**src/rtl/mdu_pkg.sv**
```systemverilog
// mdu_pkg: shared definitions for the iterative multiply/divide unit.
//   - mdu_op_e    : operation encodings as presented on opE
//   - mdu_state_e : sequencer states (IDLE, RUN, FIXUP)
//   - op_is_div / op_is_signed : operation decode helpers
package mdu_pkg;

  localparam int MDU_WIDTH = 32;

  typedef enum logic [1:0] {
    MDU_MULT  = 2'b00,
    MDU_MULTU = 2'b01,
    MDU_DIV   = 2'b10,
    MDU_DIVU  = 2'b11
  } mdu_op_e;

  typedef enum logic [1:0] {
    IDLE  = 2'b00,
    RUN   = 2'b01,
    FIXUP = 2'b10
  } mdu_state_e;

  // Bit 1 of the encoding selects divide; bit 0 selects unsigned.
  function automatic logic op_is_div(input logic [1:0] op);
    return op[1];
  endfunction

  function automatic logic op_is_signed(input logic [1:0] op);
    return ~op[0];
  endfunction

endpackage

```
**src/rtl/mdu_step.sv**
```systemverilog
// mdu_step: one iteration of the shared multiply/divide datapath (combinational).
//   partial_i [2W:0] : running state. Multiply: {acc[W:0], multiplier bits}.
//                      Divide: {remainder[W:0], remaining dividend / quotient bits}.
//   operand_i [W-1:0]: multiplicand (multiply) or divisor (divide) magnitude
//   op_i      [1:0]  : operation, only the divide/multiply selection matters here
//   partial_o [2W:0] : state after this iteration (divide: LSB left 0 for the quotient bit)
//   q_bit_o          : quotient bit produced by this iteration (0 for multiply)
module mdu_step
  import mdu_pkg::*;
#(
  parameter int WIDTH = MDU_WIDTH
) (
  input  logic [2*WIDTH:0] partial_i,
  input  logic [WIDTH-1:0] operand_i,
  input  logic [1:0]       op_i,
  output logic [2*WIDTH:0] partial_o,
  output logic             q_bit_o
);

  logic [WIDTH:0]   upper_s;
  logic [WIDTH:0]   sum_s;
  logic [2*WIDTH:0] shifted_s;
  logic [WIDTH+1:0] diff_s;

  // Candidate results for both the shift-add and the shift-subtract step.
  always_comb begin
    upper_s   = partial_i[2*WIDTH:WIDTH];
    // The accumulator top bit is always 0 before the add, so W+1 bits never overflow.
    sum_s     = upper_s + {1'b0, operand_i};
    shifted_s = {partial_i[2*WIDTH-1:0], 1'b0};
    // Extra top bit acts as the borrow of the trial subtraction.
    diff_s    = {1'b0, shifted_s[2*WIDTH:WIDTH]} - {2'b00, operand_i};
  end

  // Select the iteration result: restoring divide keeps the difference only when no borrow.
  always_comb begin
    partial_o = {(2*WIDTH+1){1'b0}};
    q_bit_o   = 1'b0;
    if (op_is_div(op_i)) begin
      if (diff_s[WIDTH+1] == 1'b0) begin
        partial_o = {diff_s[WIDTH:0], shifted_s[WIDTH-1:0]};
        q_bit_o   = 1'b1;
      end else begin
        partial_o = shifted_s;
        q_bit_o   = 1'b0;
      end
    end else begin
      q_bit_o = 1'b0;
      if (partial_i[0]) begin
        partial_o = {1'b0, sum_s, partial_i[WIDTH-1:1]};
      end else begin
        partial_o = {1'b0, upper_s, partial_i[WIDTH-1:1]};
      end
    end
  end

endmodule

```
**src/rtl/mult_div_unit.sv**
```systemverilog
// mult_div_unit: iterative MULT/MULTU/DIV/DIVU unit for the E stage; owns HI/LO.
//   clk, reset         : clock and synchronous active-high reset
//   startE, opE        : operation request and encoding (00 MULT, 01 MULTU, 10 DIV, 11 DIVU)
//   srcaE, srcbE       : multiplicand/dividend and multiplier/divisor
//   stallE, flushE     : block acceptance of a new operation
//   hiwriteW, lowriteW : MTHI / MTLO commits with data wdataW
//   hi, lo             : HI / LO registers
//   mdrunE             : busy from the cycle after accept until results are written
// An operation runs WIDTH RUN cycles plus one FIXUP cycle that applies signs and
// writes HI/LO; the write-back takes priority over a simultaneous MTHI/MTLO.
module mult_div_unit
  import mdu_pkg::*;
#(
  parameter int WIDTH = MDU_WIDTH
) (
  input  logic             clk,
  input  logic             reset,
  input  logic             startE,
  input  logic [1:0]       opE,
  input  logic [WIDTH-1:0] srcaE,
  input  logic [WIDTH-1:0] srcbE,
  input  logic             stallE,
  input  logic             flushE,
  input  logic             hiwriteW,
  input  logic             lowriteW,
  input  logic [WIDTH-1:0] wdataW,
  output logic [WIDTH-1:0] hi,
  output logic [WIDTH-1:0] lo,
  output logic             mdrunE
);

  localparam int CW = (WIDTH > 1) ? $clog2(WIDTH) : 1;
  localparam logic [CW-1:0] LAST_COUNT = CW'(WIDTH - 1);

  mdu_state_e       state_q, state_d;
  logic [CW-1:0]    count_q, count_d;
  logic             mdrun_q, mdrun_d;
  logic [1:0]       op_q, op_d;
  logic             neg_q, neg_d;          // operand signs differ (signed ops only)
  logic             rem_neg_q, rem_neg_d;  // dividend negative (signed ops only)
  logic             divzero_q, divzero_d;
  logic [WIDTH-1:0] operand_q, operand_d;
  logic [2*WIDTH:0] partial_q, partial_d;
  logic [WIDTH-1:0] hi_q, hi_d;
  logic [WIDTH-1:0] lo_q, lo_d;

  logic             accept_s;
  logic             sign_a_s, sign_b_s;
  logic [WIDTH-1:0] mag_a_s, mag_b_s;
  logic [2*WIDTH:0] step_partial_s;
  logic             step_q_bit_s;
  logic [2*WIDTH-1:0] prod_s;
  logic [WIDTH-1:0] quot_s, rem_s;
  logic [WIDTH-1:0] res_hi_s, res_lo_s;

  mdu_step #(.WIDTH(WIDTH)) u_step (
    .partial_i (partial_q),
    .operand_i (operand_q),
    .op_i      (op_q),
    .partial_o (step_partial_s),
    .q_bit_o   (step_q_bit_s)
  );

  // Acceptance and operand magnitudes; the most-negative value maps to its unsigned magnitude.
  always_comb begin
    accept_s = startE & ~stallE & ~flushE & (state_q == IDLE);
    sign_a_s = op_is_signed(opE) & srcaE[WIDTH-1];
    sign_b_s = op_is_signed(opE) & srcbE[WIDTH-1];
    mag_a_s  = sign_a_s ? -srcaE : srcaE;
    mag_b_s  = sign_b_s ? -srcbE : srcbE;
  end

  // Sequencer: IDLE -> RUN (WIDTH iterations) -> FIXUP -> IDLE; never cancelled by stall/flush.
  always_comb begin
    state_d = state_q;
    count_d = count_q;
    mdrun_d = mdrun_q;
    case (state_q)
      IDLE: begin
        if (accept_s) begin
          state_d = RUN;
          count_d = {CW{1'b0}};
          mdrun_d = 1'b1;
        end else begin
          state_d = IDLE;
          mdrun_d = 1'b0;
        end
      end
      RUN: begin
        if (count_q == LAST_COUNT) begin
          state_d = FIXUP;
        end else begin
          count_d = count_q + {{(CW-1){1'b0}}, 1'b1};
        end
      end
      FIXUP: begin
        state_d = IDLE;
        count_d = {CW{1'b0}};
        mdrun_d = 1'b0;
      end
      default: begin
        state_d = IDLE;
        count_d = {CW{1'b0}};
        mdrun_d = 1'b0;
      end
    endcase
  end

  // Operand capture on accept and one datapath iteration per RUN cycle.
  always_comb begin
    partial_d = partial_q;
    operand_d = operand_q;
    op_d      = op_q;
    neg_d     = neg_q;
    rem_neg_d = rem_neg_q;
    divzero_d = divzero_q;
    if (accept_s) begin
      // Dividend / multiplier enters the low half; the shared step handles both ops.
      partial_d = {{(WIDTH+1){1'b0}}, mag_a_s};
      operand_d = mag_b_s;
      op_d      = opE;
      neg_d     = sign_a_s ^ sign_b_s;
      rem_neg_d = sign_a_s;
      divzero_d = (srcbE == {WIDTH{1'b0}});
    end else if (state_q == RUN) begin
      // Step leaves LSB 0 on divide for the quotient bit; q_bit is 0 on multiply.
      partial_d = {step_partial_s[2*WIDTH:1], step_partial_s[0] | step_q_bit_s};
    end else begin
      partial_d = partial_q;
    end
  end

  // Sign correction of the finished magnitude result.
  always_comb begin
    prod_s   = partial_q[2*WIDTH-1:0];
    quot_s   = partial_q[WIDTH-1:0];
    rem_s    = partial_q[2*WIDTH-1:WIDTH];
    res_hi_s = {WIDTH{1'b0}};
    res_lo_s = {WIDTH{1'b0}};
    if (op_is_div(op_q)) begin
      if (divzero_q) begin
        res_lo_s = {WIDTH{1'b1}};
      end else begin
        res_lo_s = neg_q ? -quot_s : quot_s;
      end
      res_hi_s = rem_neg_q ? -rem_s : rem_s;
    end else begin
      if (neg_q) begin
        prod_s = -partial_q[2*WIDTH-1:0];
      end else begin
        prod_s = partial_q[2*WIDTH-1:0];
      end
      res_hi_s = prod_s[2*WIDTH-1:WIDTH];
      res_lo_s = prod_s[WIDTH-1:0];
    end
  end

  // HI/LO update: FIXUP write-back wins over a coincident MTHI/MTLO.
  always_comb begin
    hi_d = hi_q;
    lo_d = lo_q;
    if (state_q == FIXUP) begin
      hi_d = res_hi_s;
      lo_d = res_lo_s;
    end else begin
      if (hiwriteW) begin
        hi_d = wdataW;
      end else begin
        hi_d = hi_q;
      end
      if (lowriteW) begin
        lo_d = wdataW;
      end else begin
        lo_d = lo_q;
      end
    end
  end

  // State registers with synchronous reset; reset aborts any running operation.
  always_ff @(posedge clk) begin
    if (reset) begin
      state_q   <= IDLE;
      count_q   <= {CW{1'b0}};
      mdrun_q   <= 1'b0;
      op_q      <= 2'b00;
      neg_q     <= 1'b0;
      rem_neg_q <= 1'b0;
      divzero_q <= 1'b0;
      operand_q <= {WIDTH{1'b0}};
      partial_q <= {(2*WIDTH+1){1'b0}};
      hi_q      <= {WIDTH{1'b0}};
      lo_q      <= {WIDTH{1'b0}};
    end else begin
      state_q   <= state_d;
      count_q   <= count_d;
      mdrun_q   <= mdrun_d;
      op_q      <= op_d;
      neg_q     <= neg_d;
      rem_neg_q <= rem_neg_d;
      divzero_q <= divzero_d;
      operand_q <= operand_d;
      partial_q <= partial_d;
      hi_q      <= hi_d;
      lo_q      <= lo_d;
    end
  end

  assign hi     = hi_q;
  assign lo     = lo_q;
  assign mdrunE = mdrun_q;

endmodule

```
**config.mk**
```make
export PLATFORM = sky130hd
export DESIGN_NAME = mult_div_unit
export DESIGN_NICKNAME = d
export VERILOG_FILES = /design/src/rtl/mdu_pkg.sv /design/src/rtl/mdu_step.sv /design/src/rtl/mult_div_unit.sv
export SDC_FILE = /design/constraint.sdc
export NUM_CORES = 1
export LEC_CHECK = 0
export BUFFER_PORTS_ARGS = -buffer_cell sky130_fd_sc_hd__clkbuf_2
export CAP_MARGIN = 15
export CORE_UTILIZATION = 45
export CTS_CLUSTER_SIZE = 25
export DETAILED_ROUTE_END_ITERATION = 10
export GPL_TIMING_DRIVEN = 0
export PLACE_DENSITY = 0.65
export SLEW_MARGIN = 15
export SYNTH_ARGS = -nofsm -noshare
export SYNTH_HDL_FRONTEND = slang
export SYNTH_HIERARCHICAL = 1
export SYNTH_SLANG_ARGS = --single-unit
```
**constraint.sdc**
```tcl
create_clock -name clk -period 3.84 [get_ports clk]
set_clock_uncertainty 0.05 [all_clocks]
set_input_delay 0.768 -clock clk [delete_from_list [all_inputs] [get_ports clk]]
set_output_delay 0.768 -clock clk [all_outputs]
set_load 0.1 [all_outputs]
```
; ---- Word level (Yosys, flattened, before mapping)
; Cells that the tools add are included.
[word_totals]
regBits = 174
out_inout_bits = 65
wordCells = 70
input_bits = 105
[classes]
n_bitwise = 10
n_reduce_logical = 7
muxes = 27
n_addsub = 8
n_eq_ne = 6
[op_table]
columns = operator, n
row1 = $mux 32, 13
row2 = $mux 65, 2
row3 = $mux 64, 2
row4 = $neg 32->32, 4
row5 = $neg 64->64, 1
row6 = $sub 33x32->34, 1
row7 = $add 33x32->33, 1
row8 = $logic_not 32->1, 1
row9 = $mux 5, 2
row10 = $pmux 5 s2, 1
row11 = $ne 2x2->1 const B, 3
row12 = $reduce_bool 2->1, 3
row13 = $add 5x1->5 const B, 1
row14 = $and 1x1->1, 5
row15 = $eq 5x5->1 const B, 1
row16 = $mux 1, 4
row17 = $pmux 2 s2, 1
row18 = $not 1->1, 3
row19 = $eq 2x1->1 const B, 1
row20 = $eq 2x2->1 const B, 1
row21 = $logic_not 2->1, 1
row22 = $mux 2, 1
row23 = $pmux 1 s2, 1
row24 = $reduce_and 2->1, 1
row25 = 3 further kinds, 3

; ---- Depth between registers and ports, before layout
[depth]
ltp_word = 6
mapped_depth = 15
depth_no_buf = 14

; ---- Modules after synthesis
; The synthesis kept the hierarchy.
[modules_own_cells]
columns = mod, area_each_um2, n_inst, seq_area_each_um2, cells_per_inst
row1 = mult_div_unit, 10318.6, 1, 3483.3, 1273
row2 = mdu_step, 4833.4, 1, 0.0, 685

; ---- Worst setup path after synthesis
; No wires, ideal clock.
[synth_path]
kind = register -> register
startpoint = reg partial_q[47]
endpoint = reg partial_q[56]
arrival_ps = 2836
t_required_ps = 3720
n_path_buf = 1
synth_period_minus_slack_ps = 2956
stages_incl_launch_ff = 13
setup_slack_ps = 884
setup_ps = 70
path_cell_list = dfxtp_1 > ha_1 > buf_2 > nand4_1 > or3_1 > a211o_4 > a31o_1 > nor3_1 > mux2_2 > a211o_1 > o21ai_1 > nand2_1 > a21oi_1
[synth_between]
elab_chain_len = 3
elab_cells_between_ends = 5
classes_between = add/sub: 2 / mux: 3
[synth_rtl]
columns = element, line_no
row1 = "start, declared", mult_div_unit.sv:43  ; logic [2*WIDTH:0] partial_q, partial_d;
row2 = "start signal, assigned", mult_div_unit.sv:190  ; partial_q <= {(2*WIDTH+1){1'b0}};
row3 = "start signal, assigned", mult_div_unit.sv:202  ; partial_q <= partial_d;
row4 = $add 33x32->33 or $sub 33x32->34 (tied branches), "mdu_step.sv:29, mdu_step.sv:32"
row5 = $mux 64 or $mux 65 (tied branches), "mdu_step.sv:49, mdu_step.sv:40"
row6 = $mux 65 (*), mdu_step.sv:39  ; if (op_is_div(op_i)) begin
row7 = net step_partial_s[56], mult_div_unit.sv:50  ; logic [2*WIDTH:0] step_partial_s;
; The timed path passes the listed nets; every way through them passes the cells marked *.
; A chain may end at the register's enable or synchronous reset.

; ---- Worst setup path after layout
[layout_path]
startpoint = reg partial_q[41]
endpoint = reg partial_q[61]
; The elaborated chain is that of the path after synthesis.

==> impl_metrics.csv <==
group,metric,value,unit
pwr,max-vdd-ir-drop,0.000321,V
synth,synthCells,1954,
cts,cts_sinks,173,
floorplanning,fp-row-count,66,
cts,post_cts_buffers,0,
floorplanning,die_w,185,um
sta,drv_slew,0,
detailed_routing,wire_per_inst,22.1,um
detailed_routing,routed_via_density,6.26,
cts,cts.path.max_buffers,2,
floorplanning,design.core.area,0.0328,mm2
pwr,sequentialPowerShare,35.0,%
synth,synth.avg_cell_area,7.74,um2
cts,cts-hold-fix-buffers,0,
layout,nets,2317,
worst_setup_path,worstPathArrival,4.00,ns
pwr,p_leak,6.94,nW
sta,setup_viol,0,
cts,clk_pin_slew,0.07,ns
layout,area_delta_synth_final,13.4,%
worst_setup_path,crit_start,"partial_q[41]",
sta,slew_headroom,23.5,%
cts,clkLatencyLatePin,0.44,ns
min_path,hp-class,"reg2reg",
sta,fin_tns_setup,0,ns
job,cap_violations,0,
place,dp_slack,0.131,ns
synth,synth.cell_area,0.0151,mm2
layout,num-fill-cells,3249,
detailed_routing,drc,0,
min_path,hp-start,"partial_q[64]",
pwr,combPwrFrac,32.6,%
place,port-buffer-count,167,
floorplanning,die_h,185,um
pwr,switching_power,2.20,mW
outcome,status,"completed",
sta,worst_pin_slew,1.14,ns
detailed_routing,dr.pass1.iters,6,
worst_setup_path,path_max_fanout,10,
cts,cts-root-buf,"clkbuf_16",
sta,rsz0062_at_grt,"no",
floorplanning,ioPinCount,170,
worst_setup_path,path_buf_inv,0,
worst_setup_path,cp_cell_sequence,"ha_1, and3_1, a221oi_1, o21ai_1, nand3_1, a31oi_1, o41ai_2, o21ai_0, xnor2_1, a221oi_1, nand2_1, a21oi_1",
place,dp_hpwl,46100,um
worst_setup_path,path_delay_family,"compound AO/OA/AOI/OAI gates",
sta,min_period_over_period,95.7,%
pwr,switching_share,38.6,%
worst_setup_path,cp_slowest_cell,"dfxtp_1",
sta,fin_ws,0.164,ns
pwr,p_int,3.49,mW
floorplanning,start_util,46.1,%
global_routing,gr-total-overflow,0,
sta,fmax,272,MHz
detailed_routing,drt-initial-drc-count,1620,
worst_setup_path,rr_startpoint,"partial_q[41]",
detailed_routing,route.vias.total,16200,
layout,final_common_cell,"nand2_1",
detailed_routing,wl,57500,um
global_routing,antenna_found_initial,0,
global_routing,grt.total_usage,33.0,%
cts,cts_made_buffers,17,
layout,drive_above_1_share,14.6,%
pwr,clkPwrFrac,32.4,%
pwr,power.density,332,mW/mm2
worst_setup_path,cp_common_cell,"a221oi_1",
sta,period_minus_slack,3.68,ns
global_routing,grt_pass1_wl,86400,um
worst_setup_path,crit_path_end_kind,"flop",
layout,mostFrequentLayoutCells,"nand2_1, a21oi_1, dfxtp_1",
cts,cts_tree,"done",
synth,synthesis.nets,2131,
detailed_routing,postRouteAntennaNets,0,
place,globalplace.congestion,1.01,
worst_setup_path,start_kind,"flop",
synth,yosys_warnings,6,
worst_setup_path,crit_type,"reg2reg",
worst_setup_path,cp_data_required_time,4.16,ns
sta,hold_viol_final,0,
global_routing,first_global_vias,14700,
floorplanning,die_area,0.0343,mm2
cts,h-tree-depth,4,
global_routing,grt_max_degree,18,
worst_setup_path,max_stage_delay,0.69,ns
[through the flow]
step,hold WS [ns],std cells,utilization (%),instance area [um2],power (mW)
after floorplan,0.382,1954,-,15100,3.32
after global placement,0.424,2563,50.4,16500,3.82
after detailed placement,0.428,2563,50.4,16500,3.84
after CTS,0.438,2595,52.2,17100,5.65
after global routing,0.464,2595,52.3,17100,5.90
final,0.436,2596,52.3,17200,5.69
[power groups by stage]
stage | registers (mW) | clock network, mW | logic (mW)
final | 1.99 | 1.84 | 1.86
after global routing | 2.00 | 1.92 | 1.98
after CTS | 1.99 | 1.84 | 1.81
after detailed placement | 2.03 | 0 | 1.81
after global placement | 2.03 | 0 | 1.79
after floorplan | 2.26 | 0 | 1.06
[layer usage]
metal / GRT usage (%) / routed length (um) / vias up
met5: 0 / 0 / -
met4: 9.42 / 1280 / 0
met3: 5.05 / 4700 / 90
met2: 53.0 / 26200 / 778
met1: 45.2 / 25300 / 7764
li1: - / - / 7609
[final timing paths]
| path | end | slack, ns | cells after the start |
|---|---|---|---|
| setup / recovery | partial_q[61] | 0.16 | 12 |
| hold / removal | partial_q[64] | 0.44 | 2 |
| setup reg to reg | partial_q[61] | 0.16 | 12 |
| hold reg to reg | partial_q[64] | 0.44 | 2 |
[sequential cells by signal, summed over array words and instances (netlist names)]
register,count
count_q,5
divzero_q,1
hi,32
lo,32
mdrunE,1
neg_q,1
op_q,1
operand_q,32
partial_q,65
rem_neg_q,1
state_q,2
[timing repair]
action / in CTS / in global routing
endpoints found under the hold margin: 0 / 0
setup endpoints to repair: 0 / 27
gates resized for setup: 0 / 6
[worst register-to-register path: cells and delay by family, from the launching register on]
family	cells	cell delay, ns
AOI/OAI and AO/OA	7	1.87
DFF	1	0.69
and+or+nand+nor	3	0.46
adders and majority gates	1	0.38
xor gates and xnor gates	1	0.16
[layout make-up]
type	instances	area, um2	area share, %
Multi-Input combinational cell	1594	10900	63.4
Sequential cell	173	3470	20.2
Timing Repair Buffer	167	836	4.87
Buffer	125	567	3.30
Tap cell	442	553	3.22
Clock buffer	19	443	2.58
Inverter	62	233	1.36
Clock inverter	13	169	0.985
Antenna cell	1	2.50	0.0146
No activity file was read; power rests on OpenSTA's default activity.
